===== src/rtl/slab_interval_seq.sv =====
// Ray/AABB slab combiner: reduces six per-axis entry/exit distances via an external FP less-than unit.
// Latency: out_valid rises 6*(CMP_LAT+1)+1 cycles after the accept edge.
// Backpressure: in_ready only in IDLE; result held with out_valid until out_ready, no new job until then.
module slab_interval_seq #(
    parameter int width   = 16,
    parameter int CMP_LAT = 3
) (
    input  logic             clk,
    input  logic             rst,
    input  logic             in_valid,
    output logic             in_ready,
    input  logic [width:0]   tnear_x,
    input  logic [width:0]   tnear_y,
    input  logic [width:0]   tnear_z,
    input  logic [width:0]   tfar_x,
    input  logic [width:0]   tfar_y,
    input  logic [width:0]   tfar_z,
    output logic [width:0]   cmp_a,
    output logic [width:0]   cmp_b,
    input  logic             cmp_less,
    output logic             out_valid,
    input  logic             out_ready,
    output logic             out_hit,
    output logic [width:0]   out_tmin,
    output logic [width:0]   out_tmax
);

    // Wait counter runs 0..CMP_LAT-1; CMP_LAT=1 still needs a one-bit counter.
    localparam int CW = (CMP_LAT > 1) ? $clog2(CMP_LAT) : 1;
    localparam logic [CW-1:0] CNT_LAST = CW'(CMP_LAT - 1);

    // Comparison steps, in issue order.
    localparam logic [2:0] STEP_NEAR_XY  = 3'd0;
    localparam logic [2:0] STEP_NEAR_Z   = 3'd1;
    localparam logic [2:0] STEP_FAR_XY   = 3'd2;
    localparam logic [2:0] STEP_FAR_Z    = 3'd3;
    localparam logic [2:0] STEP_OVERLAP  = 3'd4;
    localparam logic [2:0] STEP_BEHIND   = 3'd5;

    typedef enum logic [1:0] {
        IDLE  = 2'd0,
        ISSUE = 2'd1,
        WAIT  = 2'd2,
        DONE  = 2'd3
    } state_t;

    state_t state;
    state_t state_nxt;

    // Latched job operands.
    logic [width:0] nx, ny, nz;
    logic [width:0] fx, fy, fz;

    // Running reductions and the two final comparison flags.
    logic [width:0] tmin;
    logic [width:0] tmax;
    logic           lt;
    logic           neg;

    logic [2:0]     step;
    logic [CW-1:0]  cnt;
    logic           last_wait;
    logic           accept;

    logic [width:0] pair_a;
    logic [width:0] pair_b;

    assign last_wait = (cnt == CNT_LAST);
    assign accept    = (state == IDLE) && in_valid;

    // State register.
    always_ff @(posedge clk) begin
        if (rst) begin
            state <= IDLE;
        end else begin
            state <= state_nxt;
        end
    end

    // Next-state logic and the ready handshake toward the requester.
    always_comb begin
        state_nxt = state;
        in_ready  = 1'b0;
        case (state)
            IDLE: begin
                in_ready = 1'b1;
                if (in_valid) begin
                    state_nxt = ISSUE;
                end
            end
            ISSUE: begin
                state_nxt = WAIT;
            end
            WAIT: begin
                if (last_wait) begin
                    state_nxt = (step == STEP_BEHIND) ? DONE : ISSUE;
                end
            end
            DONE: begin
                // The first DONE cycle publishes the result; release needs it visible.
                if (out_valid && out_ready) begin
                    state_nxt = IDLE;
                end
            end
            default: begin
                state_nxt = IDLE;
            end
        endcase
    end

    // Operand pair for the current step; later steps consume the running tmin/tmax.
    always_comb begin
        pair_a = '0;
        pair_b = '0;
        case (step)
            STEP_NEAR_XY: begin
                pair_a = nx;
                pair_b = ny;
            end
            STEP_NEAR_Z: begin
                pair_a = tmin;
                pair_b = nz;
            end
            STEP_FAR_XY: begin
                pair_a = fy;
                pair_b = fx;
            end
            STEP_FAR_Z: begin
                pair_a = fz;
                pair_b = tmax;
            end
            STEP_OVERLAP: begin
                pair_a = tmin;
                pair_b = tmax;
            end
            STEP_BEHIND: begin
                // Compare against +0 (exc 00) to detect a box entirely behind the ray.
                pair_a = tmax;
                pair_b = '0;
            end
            default: begin
                pair_a = '0;
                pair_b = '0;
            end
        endcase
    end

    // Input latch, comparator issue, result sampling and output publication.
    always_ff @(posedge clk) begin
        if (rst) begin
            nx        <= '0;
            ny        <= '0;
            nz        <= '0;
            fx        <= '0;
            fy        <= '0;
            fz        <= '0;
            tmin      <= '0;
            tmax      <= '0;
            lt        <= 1'b0;
            neg       <= 1'b0;
            step      <= '0;
            cnt       <= '0;
            cmp_a     <= '0;
            cmp_b     <= '0;
            out_valid <= 1'b0;
            out_hit   <= 1'b0;
            out_tmin  <= '0;
            out_tmax  <= '0;
        end else begin
            if (accept) begin
                nx   <= tnear_x;
                ny   <= tnear_y;
                nz   <= tnear_z;
                fx   <= tfar_x;
                fy   <= tfar_y;
                fz   <= tfar_z;
                step <= STEP_NEAR_XY;
            end

            if (state == ISSUE) begin
                cmp_a <= pair_a;
                cmp_b <= pair_b;
                cnt   <= '0;
            end

            if (state == WAIT) begin
                if (!last_wait) begin
                    cnt <= cnt + CW'(1);
                end else begin
                    // cmp_less is only trusted on the CMP_LAT-th edge after the pair appeared.
                    case (step)
                        STEP_NEAR_XY: tmin <= cmp_less ? ny : nx;
                        STEP_NEAR_Z:  tmin <= cmp_less ? nz : tmin;
                        STEP_FAR_XY:  tmax <= cmp_less ? fy : fx;
                        STEP_FAR_Z:   tmax <= cmp_less ? fz : tmax;
                        STEP_OVERLAP: lt   <= cmp_less;
                        STEP_BEHIND:  neg  <= cmp_less;
                        default:      lt   <= lt;
                    endcase
                    if (step != STEP_BEHIND) begin
                        step <= step + 3'd1;
                    end
                end
            end

            if (state == DONE) begin
                if (!out_valid) begin
                    out_valid <= 1'b1;
                    out_hit   <= lt & ~neg;
                    out_tmin  <= tmin;
                    out_tmax  <= tmax;
                end else if (out_ready) begin
                    // Result fields stay as they are after the handshake.
                    out_valid <= 1'b0;
                end
            end
        end
    end

endmodule


===== config.mk =====
export PLATFORM = sky130hd
export DESIGN_NAME = slab_interval_seq
export DESIGN_NICKNAME = d
export VERILOG_FILES = /design/src/rtl/slab_interval_seq.sv
export SDC_FILE = /design/constraint.sdc
export NUM_CORES = 1
export LEC_CHECK = 0
export ABC_AREA = 1
export BUFFER_PORTS_ARGS = -buffer_cell sky130_fd_sc_hd__buf_2
export CAP_MARGIN = 5
export CORE_MARGIN = 8
export CORE_UTILIZATION = 55
export CTS_CLUSTER_DIAMETER = 30
export CTS_CLUSTER_SIZE = 14
export DETAILED_ROUTE_END_ITERATION = 8
export HOLD_SLACK_MARGIN = 0.15
export PLACE_DENSITY = 0.81
export SKIP_LAST_GASP = 1
export SYNTH_ARGS = -nofsm -noshare
export SYNTH_HDL_FRONTEND = slang
export SYNTH_SLANG_ARGS = --single-unit

===== constraint.sdc =====
create_clock -name clk -period 2.3 [get_ports clk]
set_input_delay 0.23 -clock clk [delete_from_list [all_inputs] [get_ports clk]]
set_output_delay 0.23 -clock clk [all_outputs]
set_load 0.01 [all_outputs]

==> flow_summary_export.csv, run 1 <==
group,metric,value,unit
sta,tns,0,ns
drt,num_vias,10700,
setup_path,worst_setup_path_end_kind,"flip-flop",
synth,synth.top_cells.by_count,"sky130_fd_sc_hd__nor2_1 (294), sky130_fd_sc_hd__nand2_1 (293), sky130_fd_sc_hd__dfxtp_1 (215), sky130_fd_sc_hd__o21ai_0 (180), sky130_fd_sc_hd__a21oi_1 (110)",
drt,ant_nets,0,
synth,synthTopCellsByArea,"sky130_fd_sc_hd__dfxtp_1 (45%), sky130_fd_sc_hd__nor2_1 (12%), sky130_fd_sc_hd__nand2_1 (12%)",
sta,period_share,91.7,%
job,max-cap-violations,0,
placed_design,minimum_setup_slack_after_placement,0.253,ns
drt,route.detailed.wl_per_inst,19.6,um
synth,share_of_synthesized_area_occupied_by_flip_flops_and_latches,45.2,%
placed_design,dpl.cell_count,1740,
finish,areaGrowthSynthToFinish,34.2,%
floorplan,effective_utilization_at_floorplan,55.6,%
clock_network,post-cts-setup-buffers,0,
sta,finalSetupViolCount,0,
clock_network,clock-sinks,215,
drt,drt-vias-per-instance,5.58,
floorplan,std_cell_rows,48,
worst_hold_path,worstHoldPathCells,5,
clock_network,cts.clk_slew.worst_paths,0.06,ns
global_route,grt_pass1_wl,57200,um
setup_path,cp.required,2.70,ns
synth,yosys.cell_count.top_type,"sky130_fd_sc_hd__nor2_1",
synth,synth_edf_count,0,
power,worst_ir_drop_vdd,0.624,mV
outcome,outcome,"finished clean",
placed_design,dp_hpwl,24200,um
synth,synth_fp_nets,1525,
finish,drive_above_1_share,16.6,%
placed_design,portBuffers,177,
floorplan,die_height,148,um
global_route,largest_net_degree_at_the_start_of_global_routing,121,
setup_path,worst_ep_arrival_time,2.51,ns
worst_hold_path,worst_hold_path_type,"in2reg",
floorplan,die_width,148,um
sta,grt_setup_unrepaired,"no",
placed_design,gp_routability_congestion,1.05,
clock_network,cts_buffers,36,
sta,slew_headroom,42.2,%
finish,layoutNonFillerInstCount,1913,
power,pwr_density_cell,1000,nW/um^2
sta,final.hold.worst_slack,0.300,ns
setup_path,critical_path_peak_fanout,17,
setup_path,reg2reg_from,"step[1]",
synth,synthFlopType,"sky130_fd_sc_hd__dfxtp_1",
clock_network,clkLatencyLatePin,0.52,ns
power,post-layout-total-power,12.8,mW
synth,synth_top_area_share,45.2,%
synth,ys.warnings.count,0,
floorplan,die-area,21800,um^2
sta,max_clock_freq,474,MHz
sta,tightest_slew,0.864,ns
floorplan,core_area,17100,um^2
drt,drc_errors,0,
worst_hold_path,hold_path.startpoint,"rst",
power,p_leak,6.01,nW
synth,async_flop_share,0,%
clock_network,htreeDepth,2,
clock_network,cts-root-buf,"sky130_fd_sc_hd__clkbuf_16",
sta,finClkSkew,0.0185,ns
global_route,grt_remaining_overflow,0,
global_route,grt_pass1_vias,10100,
setup_path,worst_setup_path_startpoint,"step[1]",
setup_path,timing.critical_path.from_type,"flip-flop",
synth,unique_cell_type_count_in_the_yosys_netlist,25,
synth,syn_area,9520,um^2
synth,post-synth-top-area-cell,"sky130_fd_sc_hd__dfxtp_1",
drt,drt_pass1_iterations,6,
sta,post-route-worst-setup-slack,0.191,ns
clock_network,tritoncts,"done",
global_route,number_of_antenna_violations_at_the_first_check_in_global_routing,2,
sta,final_hold_viol_count,0,
global_route,grt_usage,33.2,%
setup_path,criticalPathCategory,"reg2reg",
sta,drv_slew,0,
finish,nets,1770,
floorplan,design.portCount,178,
synth,syn_area_per_cell,6.74,um^2
clock_network,clockBufferDepth,3,
synth,synthesis.instances,1413,
drt,totalWireLength,37500,um
sta,min_period,2.11,ns
synth,synth_seq_cells,215,
setup_path,ff2ff_path_depth,7,
drt,drt_first_iter_violations,1483,
finish,n_fill_cell,1284,
[layout make-up]
cell class | count | area, um^2 | share of cell area (%)
Multi-Input combinational cell | 1017 | 4470 | 34.9
Sequential cell | 215 | 4300 | 33.7
Timing Repair Buffer | 304 | 2150 | 16.8
Clock buffer | 43 | 978 | 7.66
Inverter | 84 | 317 | 2.48
Tap cell | 225 | 282 | 2.20
Clock inverter | 23 | 280 | 2.19
Antenna cell | 2 | 5.00 | 0.0392
[worst paths after layout]
path | end | slack [ns]
max | tmin[12] | 0.19
min | tmax[0] | 0.30
min reg2reg | cmp_a[1] | 0.46
max reg2reg | tmin[12] | 0.19
[kinds of logic after synthesis]
kind of cell	share of synthesized area (%)
adder cells (fa/ha/maj)	0.657
AO/OA/AOI/OAI	17.4
flip-flops	45.2
buffers and inverters	8.15
AND/OR/NAND/NOR	28.6
[per-stage QoR]
stage,util [%],instance area [um^2]
after global placement,61.1,10500
after detailed placement,61.1,10500
after global routing,74.7,12800
final,74.7,12800
after floorplan,-,9520
after CTS,74.6,12800
[layout by cell type, fill, tap and decap left out, drive strengths merged]
cell	n
or2	1
bufinv	4
nand3	90
diode	2
clkbuf	43
and3	1
dlygate4sd3	104
nand2	297
o22ai	1
buf	200
o21ai	210
dfxtp	215
a21oi	110
nor2	297
a211oi	1
o211ai	3
ha	5
inv	92
clkinvlp	1
clkinv	10
nor3	1
[metal layers]
layer	GRT usage, %	share of wire (%)	up-vias
met3	8.71	12	123
met5	0	0.035	-
met1	41.2	39	4804
li1	-	-	5034
met4	14.7	4.3	2
met2	53.5	45	704
[state kept, by name, summed over array words and instances, names as in the netlist]
signal	flops
cmp_a	17
cmp_b	17
fx	17
fy	17
fz	17
nx	17
ny	17
nz	17
out_tmax	17
out_tmin	17
tmax	17
tmin	17
step	3
cnt	2
state	2
lt	1
neg	1
out_hit	1
out_valid	1
[where the power goes]
part | total, mW | internal [mW] | switching [mW]
sequential | 4.75 | 4.28 | 0.462
clock | 5.56 | 3.56 | 2.00
combinational | 2.52 | 0.893 | 1.63
[worst max-delay path, cell delays in order, from the launching register on]
cell,delay [ns]
sky130_fd_sc_hd__dfxtp_1,0.34
sky130_fd_sc_hd__inv_1,0.09
sky130_fd_sc_hd__ha_1,0.41
sky130_fd_sc_hd__nand2_2,0.21
sky130_fd_sc_hd__o211ai_2,0.71
sky130_fd_sc_hd__nand2_1,0.11
sky130_fd_sc_hd__nand2_1,0.09
sky130_fd_sc_hd__nor2_1,0.04
[timing repair]
item | CTS | global route
setup endpoints to repair | 0 | 1
endpoints found under the hold margin | 104 | 0
resized for setup | 0 | 0
hold buffers | 104 | 0
Note: power is estimated with default switching activity, not from simulation.
==> run 2: changes to the inputs <==
Clock period 2.3 ns to 2.41 ns, I/O delays scaled along.
==> run 2 against run 1 <==
Flip-flop and latch count unchanged. Fmax down 0.35%. Worst hold slack worse by 0.11 ns. Die area unchanged. Register-to-register slack better by 0.10 ns. Via count up 1.1%. First-iteration DRC count down 6.9%. Worst setup slack better by 0.10 ns. Largest cell class unchanged.
==> flow_summary_export.csv, run 2 (same netlist as run 1, synthesis figures left out) <==
group,metric,value,unit
outcome,outcome,"finished clean",
clock_network,clkLatencyLatePin,0.51,ns
finish,layout_commonest_cell,"sky130_fd_sc_hd__nor2_1",
sta,max_clock_freq,473,MHz
floorplan,std_cell_rows,48,
worst_hold_path,worst_hold_path_type,"in2reg",
global_route,grt_pass1_vias,10100,
global_route,grt_usage,33.8,%
power,seq_power_share,35.2,%
floorplan,effective_utilization_at_floorplan,55.6,%
sta,drv_slew,0,
sta,min_period,2.12,ns
setup_path,critical_path_peak_fanout,34,
sta,period_share,87.8,%
floorplan,die_width,148,um
job,max-cap-violations,0,
drt,totalWireLength,38200,um
finish,final_cell_mix,"sky130_fd_sc_hd__nor2_1 (294), sky130_fd_sc_hd__nand2_1 (292), sky130_fd_sc_hd__dfxtp_1 (215), sky130_fd_sc_hd__o21ai_0 (180), sky130_fd_sc_hd__buf_2 (177)",
global_route,largest_net_degree_at_the_start_of_global_routing,109,
floorplan,die-area,21800,um^2
drt,drt_pass1_iterations,6,
power,switchingPower,3.95,mW
power,p_leak,6.09,nW
sta,final_hold_viol_count,0,
sta,slew_headroom,40.1,%
finish,nets,1772,
setup_path,worst_ep_arrival_time,2.51,ns
placed_design,dpl.cell_count,1740,
placed_design,dp_hpwl,23900,um
power,combinationalPowerShare,19.3,%
clock_network,cts-root-buf,"sky130_fd_sc_hd__clkbuf_16",
drt,drc_errors,0,
power,post-layout-total-power,12.8,mW
finish,areaGrowthSynthToFinish,35.8,%
power,worst_ir_drop_vdd,0.619,mV
clock_network,post-cts-setup-buffers,0,
power,clock_power_share,45.5,%
clock_network,htreeDepth,2,
clock_network,holdBufCountCts,104,
clock_network,cts_buffers,39,
clock_network,clockBufferDepth,3,
drt,drt-vias-per-instance,5.62,
finish,final_core_utilization,75.5,%
floorplan,die_height,148,um
clock_network,post_cts.resized_instances,0,
power,pwr_density_cell,992,nW/um^2
sta,finalSetupViolCount,0,
global_route,number_of_antenna_violations_at_the_first_check_in_global_routing,4,
placed_design,gp_routability_congestion,1.02,
setup_path,worst_setup_path_end_kind,"flip-flop",
sta,finClkSkew,0.0112,ns
finish,drive_above_1_share,16.7,%
setup_path,cp.required,2.80,ns
clock_network,tritoncts,"done",
sta,grt_setup_unrepaired,"no",
drt,ant_nets,0,
drt,drt_first_iter_violations,1381,
power,sw_frac_of_total,30.8,%
sta,tns,0,ns
drt,num_vias,10800,
floorplan,core_area,17100,um^2
global_route,grt_pass1_wl,57800,um
placed_design,portBuffers,177,
setup_path,criticalPathCategory,"reg2reg",
clock_network,cts.clk_slew.worst_paths,0.05,ns
clock_network,clock-sinks,215,
setup_path,timing.critical_path.from_type,"flip-flop",
sta,tightest_slew,0.894,ns
floorplan,design.portCount,178,
power,internal_power,8.88,mW
finish,layoutNonFillerInstCount,1919,
global_route,grt_remaining_overflow,0,
drt,route.detailed.wl_per_inst,19.9,um
## run 2: area by class of cell
| class | count | area [um^2] |
|---|---|---|
| Timing Repair Buffer | 304 | 2160 |
| Tap cell | 225 | 282 |
| Clock inverter | 23 | 333 |
| Fill cell | 1246 | 4190 |
| Inverter | 84 | 317 |
| Antenna cell | 4 | 10.0 |
| Multi-Input combinational cell | 1016 | 4450 |
| Clock buffer | 48 | 1070 |
| Sequential cell | 215 | 4300 |
## run 2: final timing paths
check	from	to	slack (ns)	depth (start not counted)
setup / recovery	step[2]	tmin[7]	0.29	6
hold / removal	cmp_less	neg	0.19	3
setup reg to reg	step[2]	tmin[7]	0.29	6
hold reg to reg	cmp_a[16]	cmp_a[16]	0.46	2
## run 2: worst max-delay path, stage by stage, from the launching register on
cell	delay (ns)
sky130_fd_sc_hd__dfxtp_1	0.32
sky130_fd_sc_hd__inv_2	0.27
sky130_fd_sc_hd__nand2_2	0.33
sky130_fd_sc_hd__o211ai_4	0.77
sky130_fd_sc_hd__nand2_1	0.14
sky130_fd_sc_hd__nand2_1	0.12
sky130_fd_sc_hd__nor2_1	0.04
## run 2: stage by stage
stage	hold WS (ns)	cell area [um^2]	setup slack [ns]
after floorplan	0.389	9520	0.537
after global placement	0.440	10500	0.454
after detailed placement	0.450	10500	0.384
after CTS	0.176	12900	0.340
after global routing	0.207	12900	0.146
final	0.187	12900	0.294
## run 2: power groups by stage
stage / Sequential, mW / Clock, mW / Combinational, mW
final: 4.52 / 5.83 / 2.48
after global placement: 4.53 / 0 / 2.15
after global routing: 4.55 / 5.99 / 2.70
after CTS: 4.48 / 5.82 / 2.35
after detailed placement: 4.55 / 0 / 2.19
after floorplan: 4.46 / 0 / 1.42
## run 2: layer usage
layer / vias to the layer above / track usage (%) / wire [um]
met4: 2 / 14.4 / 1560
met3: 110 / 7.52 / 4110
met2: 704 / 55.0 / 17500
met1: 4939 / 42.3 / 15100
met5: - / 0 / 11
li1: 5032 / - / -
